$ cat src/rtl/bus_reg_arbiter.sv
// ============================================================================
// Module  : bus_reg_arbiter
// Purpose : Fans one Bus2IP register slave port out to NUM_PORTS sub-block
//           register controllers; every upstream access is always acked.
// Revision: 1.0 - initial release
// ============================================================================
`default_nettype none

module bus_reg_arbiter #(
    parameter int C_S_AXI_ADDR_WIDTH = 32,
    parameter int C_S_AXI_DATA_WIDTH = 32,
    parameter int NUM_PORTS          = 4,
    parameter int SEL_LSB            = 8,
    parameter int SEL_WIDTH          = 2,
    parameter int TIMEOUT            = 64,
    parameter logic [C_S_AXI_DATA_WIDTH-1:0] ERR_DATA = 32'hDEADBEEF
) (
    input  logic                                    Bus2IP_Clk,
    input  logic                                    Bus2IP_Resetn,
    input  logic [C_S_AXI_ADDR_WIDTH-1:0]           Bus2IP_Addr,
    input  logic                                    Bus2IP_CS,
    input  logic                                    Bus2IP_RNW,
    input  logic [C_S_AXI_DATA_WIDTH-1:0]           Bus2IP_Data,
    input  logic [C_S_AXI_DATA_WIDTH/8-1:0]         Bus2IP_BE,
    output logic [C_S_AXI_DATA_WIDTH-1:0]           IP2Bus_Data,
    output logic                                    IP2Bus_RdAck,
    output logic                                    IP2Bus_WrAck,
    output logic                                    IP2Bus_Error,
    output logic [C_S_AXI_ADDR_WIDTH-1:0]           sub_Bus2IP_Addr,
    output logic                                    sub_Bus2IP_RNW,
    output logic [C_S_AXI_DATA_WIDTH-1:0]           sub_Bus2IP_Data,
    output logic [C_S_AXI_DATA_WIDTH/8-1:0]         sub_Bus2IP_BE,
    output logic [NUM_PORTS-1:0]                    sub_Bus2IP_CS,
    input  logic [NUM_PORTS*C_S_AXI_DATA_WIDTH-1:0] sub_IP2Bus_Data,
    input  logic [NUM_PORTS-1:0]                    sub_IP2Bus_RdAck,
    input  logic [NUM_PORTS-1:0]                    sub_IP2Bus_WrAck,
    output logic [15:0]                             timeout_cnt,
    output logic [C_S_AXI_ADDR_WIDTH-1:0]           last_err_addr
);

    localparam int c_num_sel = 2 ** SEL_WIDTH;
    localparam int c_timer_w = $clog2(TIMEOUT);
    localparam logic [c_timer_w-1:0] c_timer_max = c_timer_w'(TIMEOUT - 1);

    typedef enum logic [2:0] {
        S_IDLE    = 3'd0,
        S_ISSUE   = 3'd1,
        S_ACK     = 3'd2,
        S_ERR     = 3'd3,
        S_RELEASE = 3'd4
    } state_t;

    state_t                              r_state;
    state_t                              w_next_state;
    logic [C_S_AXI_ADDR_WIDTH-1:0]       r_addr;
    logic                                r_rnw;
    logic [C_S_AXI_DATA_WIDTH-1:0]       r_wdata;
    logic [C_S_AXI_DATA_WIDTH/8-1:0]     r_be;
    logic [SEL_WIDTH-1:0]                r_sel;
    logic [NUM_PORTS-1:0]                r_cs;
    logic [c_timer_w-1:0]                r_timer;
    logic                                r_timed_out;
    logic [C_S_AXI_DATA_WIDTH-1:0]       r_rdata;
    logic                                r_rdack;
    logic                                r_wrack;
    logic                                r_err;
    logic [15:0]                         r_timeout_cnt;
    logic [C_S_AXI_ADDR_WIDTH-1:0]       r_last_err_addr;

    logic [SEL_WIDTH-1:0]                w_sel;
    logic                                w_sel_valid;
    logic [NUM_PORTS-1:0]                w_cs_onehot;
    logic [c_num_sel-1:0]                w_rdack_pad;
    logic [c_num_sel-1:0]                w_wrack_pad;
    logic [C_S_AXI_DATA_WIDTH-1:0]       w_rdata_pad [c_num_sel];
    logic                                w_match_ack;
    logic                                w_expired;
    logic                                w_sub_quiet;

    assign w_sel       = Bus2IP_Addr[SEL_LSB +: SEL_WIDTH];
    assign w_sel_valid = (32'(w_sel) < NUM_PORTS);

    // Pad per-port returns to the full select range so an unmapped select reads as idle.
    always_comb begin
        w_rdack_pad = '0;
        w_wrack_pad = '0;
        w_cs_onehot = '0;
        for (int i = 0; i < c_num_sel; i++) begin
            w_rdata_pad[i] = '0;
        end
        for (int i = 0; i < NUM_PORTS; i++) begin
            w_rdack_pad[i] = sub_IP2Bus_RdAck[i];
            w_wrack_pad[i] = sub_IP2Bus_WrAck[i];
            w_rdata_pad[i] = sub_IP2Bus_Data[i*C_S_AXI_DATA_WIDTH +: C_S_AXI_DATA_WIDTH];
            w_cs_onehot[i] = (w_sel == SEL_WIDTH'(i));
        end
    end

    assign w_match_ack = r_rnw ? w_rdack_pad[r_sel] : w_wrack_pad[r_sel];
    assign w_expired   = (r_timer == c_timer_max);
    assign w_sub_quiet = ~w_rdack_pad[r_sel] & ~w_wrack_pad[r_sel];

    always_comb begin
        w_next_state = r_state;
        case (r_state)
            S_IDLE:    if (Bus2IP_CS) w_next_state = w_sel_valid ? S_ISSUE : S_ERR;
            S_ISSUE: begin
                if (w_match_ack)    w_next_state = S_ACK;
                else if (w_expired) w_next_state = S_ERR;
            end
            S_ACK:     w_next_state = S_RELEASE;
            S_ERR:     w_next_state = S_RELEASE;
            S_RELEASE: if (!Bus2IP_CS && w_sub_quiet) w_next_state = S_IDLE;
            default:   w_next_state = S_IDLE;
        endcase
    end

    always_ff @(posedge Bus2IP_Clk or negedge Bus2IP_Resetn) begin
        if (!Bus2IP_Resetn) begin
            r_state         <= S_IDLE;
            r_addr          <= '0;
            r_rnw           <= 1'b0;
            r_wdata         <= '0;
            r_be            <= '0;
            r_sel           <= '0;
            r_cs            <= '0;
            r_timer         <= '0;
            r_timed_out     <= 1'b0;
            r_rdata         <= '0;
            r_rdack         <= 1'b0;
            r_wrack         <= 1'b0;
            r_err           <= 1'b0;
            r_timeout_cnt   <= '0;
            r_last_err_addr <= '0;
        end else begin
            r_state <= w_next_state;
            // Acks are registered from the ACK/ERR state so they last exactly one cycle.
            r_rdack <= ((r_state == S_ACK) || (r_state == S_ERR)) & r_rnw;
            r_wrack <= ((r_state == S_ACK) || (r_state == S_ERR)) & ~r_rnw;
            r_err   <= (r_state == S_ERR);
            case (r_state)
                S_IDLE: begin
                    if (Bus2IP_CS) begin
                        r_addr      <= Bus2IP_Addr;
                        r_rnw       <= Bus2IP_RNW;
                        r_wdata     <= Bus2IP_Data;
                        r_be        <= Bus2IP_BE;
                        r_sel       <= w_sel;
                        r_cs        <= w_cs_onehot;
                        r_timer     <= '0;
                        r_timed_out <= 1'b0;
                    end
                end
                S_ISSUE: begin
                    if (w_match_ack) begin
                        r_cs <= '0;
                        if (r_rnw) r_rdata <= w_rdata_pad[r_sel];
                    end else if (w_expired) begin
                        r_cs        <= '0;
                        r_timed_out <= 1'b1;
                    end else begin
                        r_timer <= r_timer + c_timer_w'(1);
                    end
                end
                S_ERR: begin
                    if (r_rnw) r_rdata <= ERR_DATA;
                    r_last_err_addr <= r_addr;
                    if (r_timed_out && (r_timeout_cnt != 16'hFFFF))
                        r_timeout_cnt <= r_timeout_cnt + 16'd1;
                end
                default: ;
            endcase
        end
    end

    assign IP2Bus_Data     = r_rdata;
    assign IP2Bus_RdAck    = r_rdack;
    assign IP2Bus_WrAck    = r_wrack;
    assign IP2Bus_Error    = r_err;
    assign sub_Bus2IP_Addr = r_addr;
    assign sub_Bus2IP_RNW  = r_rnw;
    assign sub_Bus2IP_Data = r_wdata;
    assign sub_Bus2IP_BE   = r_be;
    assign sub_Bus2IP_CS   = r_cs;
    assign timeout_cnt     = r_timeout_cnt;
    assign last_err_addr   = r_last_err_addr;

endmodule

`default_nettype wire

$ cat config.mk
export PLATFORM = sky130hd
export DESIGN_NAME = bus_reg_arbiter
export DESIGN_NICKNAME = d
export VERILOG_FILES = /design/src/rtl/bus_reg_arbiter.sv
export SDC_FILE = /design/constraint.sdc
export NUM_CORES = 1
export LEC_CHECK = 0
export ABC_AREA = 1
export CORE_AREA = 2 2 140 142
export DETAILED_ROUTE_END_ITERATION = 10
export DIE_AREA = 0 0 142 144
export DONT_BUFFER_PORTS = 1
export PLACE_DENSITY_LB_ADDON = 0.1
export SLEW_MARGIN = 20
export SYNTH_ARGS = -nofsm -noshare
export SYNTH_HDL_FRONTEND = slang
export SYNTH_SLANG_ARGS = --single-unit
$ cat constraint.sdc
create_clock -name Bus2IP_Clk -period 1.8 [get_ports Bus2IP_Clk]
set_input_delay 0.36 -clock Bus2IP_Clk [delete_from_list [all_inputs] [get_ports Bus2IP_Clk]]
set_output_delay 0.36 -clock Bus2IP_Clk [all_outputs]
set_load 0.005 [all_outputs]
### Word-level counts from Yosys, hierarchy flattened

Cells that the tools add are included.

* output and inout bits: 156
* bits in registers: 168
* word-level logic and storage cells: 89
* bits of input ports: 208

* reduce and logical (&&, ||, !) cells: 16
* equal/unequal tests: 18
* mux-type cells: 29
* $add $sub $neg: 2
* $lt $le $gt $ge: 2
* bitwise gates (word level): 7

Operator list (number)
* 2-to-1 mux 32 bit: 5
* binary-select mux 32 bit (select 2 bit): 1
* case mux 32 bit (2 select lines): 1
* 2-to-1 mux 6 bit: 3
* adder 16 x 1 -> 16 bit (second input constant): 1
* inequality test 16 bit (second input constant): 1
* inequality test 2 bit (second input constant): 8
* 2-to-1 mux 3 bit: 4
* 2-to-1 mux 4 bit: 3
* case mux 3 bit (4 select lines): 1
* case mux 6 bit (2 select lines): 1
* AND reduction 4 bit: 3
* case mux 4 bit (2 select lines): 1
* adder 6 x 1 -> 6 bit (second input constant): 1
* equality test 3 x 2 -> 1 bit (second input constant): 2
* equality test 6 bit (second input constant): 1
* 2-to-1 mux 1 bit: 6
* AND reduction 3 bit: 2
* binary-select mux 1 bit (select 2 bit): 2
* equality test 2 bit (second input constant): 2
* AND reduction 2 bit: 2
* nonzero test 2 bit: 2
* AND 1 bit: 3
* equality test 3 x 1 -> 1 bit (second input constant): 1
* other kinds (14): 17

### Logic depth before layout (Yosys ltp)

Gate-level depths: netlist of the first run.

* word-level depth: 7
* depth in mapped cells: 9
* gate-level depth less buffers: 8

### Least setup slack after synthesis of the first run

Ideal clock, no wire load.

* path kind: reg2reg
* from: reg r_timeout_cnt[0] (netlist: timeout_cnt[0])
* to: reg r_timeout_cnt[5] (netlist: timeout_cnt[5])
* required time: 1683 ps
* slack: 200 ps
* clock period less this slack: 1600 ps
* arrival time: 1484 ps
* setup time: 117 ps
* path buffers: 1
* stages on the path, launching flop included: 10
* path through: dfrtp_1 -> ha_1 -> nand2_1 -> nor2_4 -> nand2_4 -> o21ai_4 -> inv_4 -> buf_6 -> nand2_1 -> nand2_1

* word-level cells in the longest chain between the ends: 3
* elaborated cells on any way between the ends: 4
* those cells by class: add/sub (1); eq/ne (1); reduce/logical (2)

Ends and longest elaborated chain
* from (decl): RTL line 67 `logic [15:0] r_timeout_cnt;`
* from (signal assigned): RTL line 169 `r_timeout_cnt <= r_timeout_cnt + 16'd1;`
* parallel branches: the longest is 3 deep, another holds adder 16 x 1 -> 16 bit

Several ways; the timed one is not identified.
A chain may end at the register's enable or synchronous reset.

### Worst setup path after layout of the first run

* from: reg r_addr[9] (netlist: sub_Bus2IP_Addr[9])
* to: out sub_Bus2IP_Addr[9]

RTL lines
* from (decl): RTL line 55 `logic [C_S_AXI_ADDR_WIDTH-1:0] r_addr;`
* from (signal assigned): RTL line 144 `r_addr <= Bus2IP_Addr;`
* to (decl): RTL line 29 `output logic [C_S_AXI_ADDR_WIDTH-1:0] sub_Bus2IP_Addr,`

No word-level cell between the ends.

==> results of run 1 <==
[cell families (layout without fill, tap and decap cells)]
logic type	count (synthesis)	in the layout
buf+inv	86	91
other cells	0	4
flops	166	166
mux	1	1
simple gates	560	560
xor+xnor	15	15
fa+ha+maj	2	2
compound gates	151	151
[state kept, by name (all words and copies together) (netlist names)]
| name | count |
|---|---|
| IP2Bus_WrAck | 1 |
| r_timer | 6 |
| r_timed_out | 1 |
| sub_Bus2IP_Addr | 32 |
| IP2Bus_Data | 32 |
| last_err_addr | 32 |
| sub_Bus2IP_BE | 4 |
| r_state | 3 |
| IP2Bus_RdAck | 1 |
| sub_Bus2IP_Data | 32 |
| sub_Bus2IP_CS | 4 |
| timeout_cnt | 16 |
| IP2Bus_Error | 1 |
| sub_Bus2IP_RNW | 1 |
[worst max-delay path by stage]
stage,from,end,slack (ns),cells past startpoint
after floorplan,timeout_cnt[0]$_DFFE_PN0P_,timeout_cnt[5]$_DFFE_PN0P_,0.20,9
after global placement,sub_Bus2IP_Addr[8]$_DFFE_PN0P_,IP2Bus_Data[4]$_DFFE_PN0P_,0.22,6
after detailed placement,sub_Bus2IP_Addr[8]$_DFFE_PN0P_,IP2Bus_Data[4]$_DFFE_PN0P_,0.22,6
after CTS,sub_Bus2IP_Addr[9]$_DFFE_PN0P_,sub_Bus2IP_Addr[9],0.1,1
after global routing,sub_Bus2IP_Addr[9]$_DFFE_PN0P_,sub_Bus2IP_Addr[9],0.07,1
final,sub_Bus2IP_Addr[9]$_DFFE_PN0P_,sub_Bus2IP_Addr[9],0.16,1
[power groups by stage]
stage	sequential, uW	combinational [uW]	clock [uW]
final	6690	4690	3600
after global routing	6890	5480	3870
after CTS	6730	4770	3690
after detailed placement	6770	4780	0
after global placement	6810	4680	0
after floorplan	6210	3760	0
[synth_stat cells]
cell	n	area, um^2
ha_1	2	25.0
clkbuf_2	1	5.00
nor2_1	67	251
inv_2	4	15.0
dfrtp_1	166	4150
a21oi_1	16	80.1
inv_1	27	101
o21ai_4	1	16.3
nor2_4	1	11.3
nand2_2	4	25.0
xnor2_1	6	52.6
nor3_1	3	15.0
o211ai_1	24	180
o21ai_1	33	165
or2_0	2	12.5
nand2_1	414	1550
clkbuf_1	21	78.8
buf_1	2	7.51
nand3_2	5	50.1
nor3_2	1	10.0
nor3b_1	1	7.51
buf_2	20	100
mux2i_1	1	10.0
or2_2	22	138
o21ai_0	77	385
xor2_1	9	78.8
nand2_4	1	11.3
nand4_1	10	62.6
nand3_1	29	145
buf_4	8	60.1
buf_6	2	22.5
inv_4	1	6.26
[layout make-up]
class	count	share of cell area, %
clock buffers	18	4.91
diodes	4	0.114
repair buffers	27	3.18
flip-flops and latches	166	47.5
multi-input cells	729	37.7
inverters	32	1.40
well taps	238	3.40
clock inverters	14	1.83
[metal layers]
layer / vias up / track usage, %
li1: 3144 / -
met1: 2867 / 25.5
met2: 272 / 36.1
met3: 42 / 7.38
met4: 4 / 9.58
met5: - / 0
[cells in the final DEF (no fill, tap or decap), drive strengths merged]
cell / instances
a21oi: 16
buf: 27
clkbuf: 18
clkinv: 6
clkinvlp: 2
dfrtp: 166
diode: 4
ha: 2
inv: 38
mux2i: 1
nand2: 419
nand3: 34
nand4: 10
nor2: 68
nor3: 4
nor3b: 1
o211ai: 24
o21ai: 111
or2: 24
xnor2: 6
xor2: 9
[stage by stage]
| step | setup WS [ns] | utilization, % |
|---|---|---|
| final | 0.163 | 45.8 |
| after global routing | 0.0706 | 45.8 |
| after CTS | 0.0992 | 45.8 |
| after detailed placement | 0.224 | 42.7 |
| after global placement | 0.224 | 42.7 |
| after floorplan | 0.200 | - |
==> metrics.txt, run 1 <==
first-pass GRT wire length=33600 um; die area=0.0204 mm^2; max layer used=met5; layout cell share with drive strength beyond 1=10.1%; Synth Instances=981; placer congestion estimate=0.817; Leakage=0.00433 uW; largest family of logic cells by synthesized area=simple AND/OR/NAND/NOR gates; # fillers=1882; RSZ-0062 raised after global routing=no; clk_skew=0.0137 ns; Initial Util=41.1%; status=finished with violations; peak supply drop=0.909 mV; max incr delay on CP=0.46 ns; Adder-Cell Fraction of Synth Area=0.319%; Rows=51; CTS buffer count=17; Final period util=90.9%; critical path's top delay family=flip-flops; #FFs+latches synth=166; CTS sink cnt=166; WP data required=1.44 ns; I/O pins=364; final wirelength=22400 um; Final nets=1183; synthesis-to-finish area growth=11.6%; largest net degree at the start of global routing=167; Clock transition at path regs=0.08 ns; worst r2r dst=IP2Bus_Data[13]$_DFFE_PN0P_; height of the die=144 um; htree depth=4; DR WL/cell=18.2 um; Die Width=142 um; Post-Synth Simple-Gate Area=29.3%; type of origin of the critical path=flop; register area=0.00416 mm^2; worst skew pair latency=0.43 ns; failing checks=hold timing; NetSw=6180 uW; WP data arrival=1.28 ns; GRT Util Overall=21.6%; met1 wire length=8950 um; I/O Buffers=0; Comb pwr share=31.3%; Mapped Nets=1191; CP max FO=40; Post-Syn Area=0.00784 mm^2; fmax=0.611 GHz; final hold vios=166; Slew HR=70.2%; WHS=-0.377 ns; Switching Fraction=41.3%; buffer and inverter count on the worst path=1; Final Cell Area=0.00875 mm^2; Worst setup EP type=output port; r2r setup slk=0.22 ns; xor-xnor portion of the synthesized cell area=1.68%; R2R Path Start=sub_Bus2IP_Addr[8]$_DFFE_PN0P_; WL met2=10600 um; grt total ovfl=0; via count=6329; Setup Buffers After CTS=0; area of the multi-input gates=0.00329 mm^2; CP max stage cell=dfrtp_1; internal power=8790 uW; DR iter-0 viols=330; Reg2Reg Depth=9; initial antenna violation count=5; Clk Tree Root Cell=clkbuf_16; HPWL after DPL=16200 um; fin crit period=1.64 ns; Seq/Total Area, Yosys=53.0%; Core Area=0.0191 mm^2; Setup TNS=0 ns; mux cell area share after synthesis=0.128%; Reg power frac=44.7%; average size of a mapped cell=7.99 um^2; PD cells=1710 mW/mm^2; critical path class=flop to output port; Clock Power Share=24.1%; Distinct cells, synth=32; first-pass iteration count of the detailed router=4; number of remaining DRC errors=0; ANT nets after route=0; Compound-Gate Fraction of Synth Area=10.6%; max-slew violation count=0; CP Cell Sequence=buf_4; fin cells=1228; post_cts resized=0; Ys Warns=0; final setup fails=0; Hold Path Class=input pin to asynchronous set/reset pin; CTS Buffer Depth=2; Worst Max-Slew Pin Slew=0.446 ns; metal3 WL=2050 um; area post-placement=0.00815 mm^2; CTS tree=done; Final Total Pwr=15000 uW; vias per cell=5.15; DP Cell Count=1192; vias in the first global route=5927; Max Cap Violations=0
Note: power is estimated with default switching activity, not from simulation.
==> run 2: changes to the inputs <==
CORE_AREA = 2 2 139 141   (was 2 2 140 142)
DIE_AREA = 0 0 141 143   (was 0 0 142 144)
TNS_END_PERCENT = 100   (was not set)
clock period = 1.99 ns   (was 1.8 ns; I/O delays follow)
==> run 2 against run 1 <==
Combinational power fell by 9.8%. The flow still finishes with violations (hold timing). Utilization rose by 0.87 points. Routed wire length fell by 0.41%. Cell area fell by 0.77%. Clock skew fell by 0.0046 ns. Worst setup slack improved by 0.12 ns. Clock-buffer cell count rose by 1. Global-route usage rose by 0.49 points. Sequential share of layout area rose by 0.37 points. Sequential cell count did not move. First-iteration DRC count rose by 11%. Critical path depth rose by 7.
==> metrics.txt, run 2 (synthesis gave the netlist of run 1 again) <==
Leakage=0.00430 uW (-0.67%); Clk Tree Root Cell=clkbuf_16; Clock transition at path regs=0.07 ns (about the same); r2r setup slk=0.28 ns (+0.06 ns); Final nets=1176 (-0.59%); layout cell share with drive strength beyond 1=9.60% (-0.54 points); number of remaining DRC errors=0 (unchanged); WP data arrival=2.07 ns (+0.79 ns); Final period util=85.9%; htree depth=4 (unchanged); peak supply drop=0.714 mV (-22%); via count=6296 (-0.52%); failing checks=hold timing; CTS buffer count=17 (unchanged); Final Total Pwr=13600 uW (-9.2%); ant diodes=0 (-4); largest net degree at the start of global routing=167 (unchanged); ANT nets after route=0 (unchanged); final wirelength=22300 um (-0.41%); area of the multi-input gates=0.00329 mm^2 (unchanged); WHS=-0.333 ns (+0.0440 ns); first-pass iteration count of the detailed router=5 (+1); max incr delay on CP=0.41 ns (-0.05 ns); clk_skew=0.00911 ns (-0.00455 ns); DR iter-0 viols=365 (+11%); post-layout util=46.7% (+0.87 points); CTS Buffer Depth=2 (unchanged); PD cells=1570 mW/mm^2 (-8.5%); Hold Path Class=input pin to asynchronous set/reset pin; type of origin of the critical path=flop; critical path class=flop to flop; grt total ovfl=0 (unchanged); worst skew pair latency=0.42 ns (about the same); die area=0.0202 mm^2 (-1.4%); Slew HR=72.6% (+2.3 points); fmax=0.585 GHz; Worst Max-Slew Pin Slew=0.411 ns (-0.0352 ns); Rows=50 (-2.0%); CP max stage cell=dfrtp_1; Die Width=141 um (-0.70%); CP max FO=12 (-70%); Max Cap Violations=0 (unchanged); commonest non-fill, non-tap cells in the layout=nand2_1, dfrtp_1, o21ai_0; Initial Util=42.2% (+1.1 points); vias per cell=5.19 (+0.71%); CTS sink cnt=166 (unchanged); I/O pins=364 (unchanged); R2R Path Start=timeout_cnt[1]$_DFFE_PN0P_; register area=0.00416 mm^2 (unchanged); Most common cell on crit path=nand2_1; initial antenna violation count=0 (-5); I/O Buffers=0 (unchanged); Setup TNS=0 ns (unchanged); WP data required=2.35 ns (+0.91 ns); placer congestion estimate=0.812 (-0.64%); DR WL/cell=18.4 um (+0.82%); HPWL after DPL=16000 um (-1.6%); Reg2Reg Depth=8 (-1); crit path launch=timeout_cnt[1]$_DFFE_PN0P_; CP Cell Sequence=ha_1, nand2_1, nor2_4, nand2_4, o21ai_4, buf_4, nand2_1, nand2_1; post_cts resized=0 (unchanged); # fillers=1827 (-2.9%); RSZ-0062 raised after global routing=no; first-pass GRT wire length=34300 um (+2.0%); fin crit period=1.71 ns; CTS tree=done; synthesis-to-finish area growth=10.7%; final setup fails=0 (unchanged); final hold vios=166 (unchanged); Setup Buffers After CTS=0 (unchanged); max-slew violation count=0 (unchanged); GRT Util Overall=22.1% (+0.49 points); Worst setup EP type=flop; Core Area=0.0186 mm^2 (-2.6%); status=finished with violations; vias in the first global route=6222 (+5.0%); height of the die=143 um (-0.69%); commonest non-fill, non-tap cell in the layout=nand2_1
[run 2: critical path, delay by kind of cell (launching register included)]
kind	cells	cell delay (ns)
adder cells (fa/ha/maj)	1	0.21
AO/OA/AOI/OAI	1	0.26
AND/OR/NAND/NOR	5	0.52
flip-flops	1	0.41
buffers and inverters	1	0.24
[run 2: worst paths after layout]
kind	to
max	timeout_cnt[3]$_DFFE_PN0P_
min	IP2Bus_Data[5]$_DFFE_PN0P_
max reg2reg	timeout_cnt[3]$_DFFE_PN0P_
min reg2reg	sub_Bus2IP_Data[18]$_DFFE_PN0P_
max in group asynchronous	IP2Bus_Data[7]$_DFFE_PN0P_
min in group Bus2IP_Clk	sub_Bus2IP_Data[10]$_DFFE_PN0P_
[run 2: per-layer routing]
metal / global-route usage, % / routed length (um) / part of all wire [%]
met5: 0 / 0 / 0
met4: 8.11 / 513 / 2.3
met3: 7.85 / 2160 / 9.7
met2: 37.8 / 10800 / 48
met1: 25.8 / 8840 / 40
[run 2: area by class of cell]
cell class / count / share of cell area [%]
well taps: 234 / 3.37
clock buffers: 19 / 5.22
flip-flops and latches: 166 / 47.9
inverters: 32 / 1.41
clock inverters: 13 / 1.57
repair buffers: 20 / 2.59
multi-input cells: 729 / 38.0
[run 2: power by group]
part           switching, uW  internal [uW]  total, uW
registers               1350           4730       6070
clock network           1460           1840       3300
logic                   2690           1540       4230
[run 2: through the flow]
step	hold slack, ns	instances	area (um^2)	setup slack (ns)
2_1_floorplan	0.102	981	7840	0.390
3_3_place_gp	0.108	1181	8090	0.326
3_5_place_dp	0.109	1181	8090	0.296
4_1_cts	-0.351	1213	8680	0.272
5_1_grt	-0.358	1213	8680	0.100
6_report	-0.333	1213	8680	0.280
==> run 3: changes to the inputs <==
CAP_MARGIN = 20   (was not set)
==> results of run 3 <==
Final layout, timing and power as in run 2 (identical DEF).
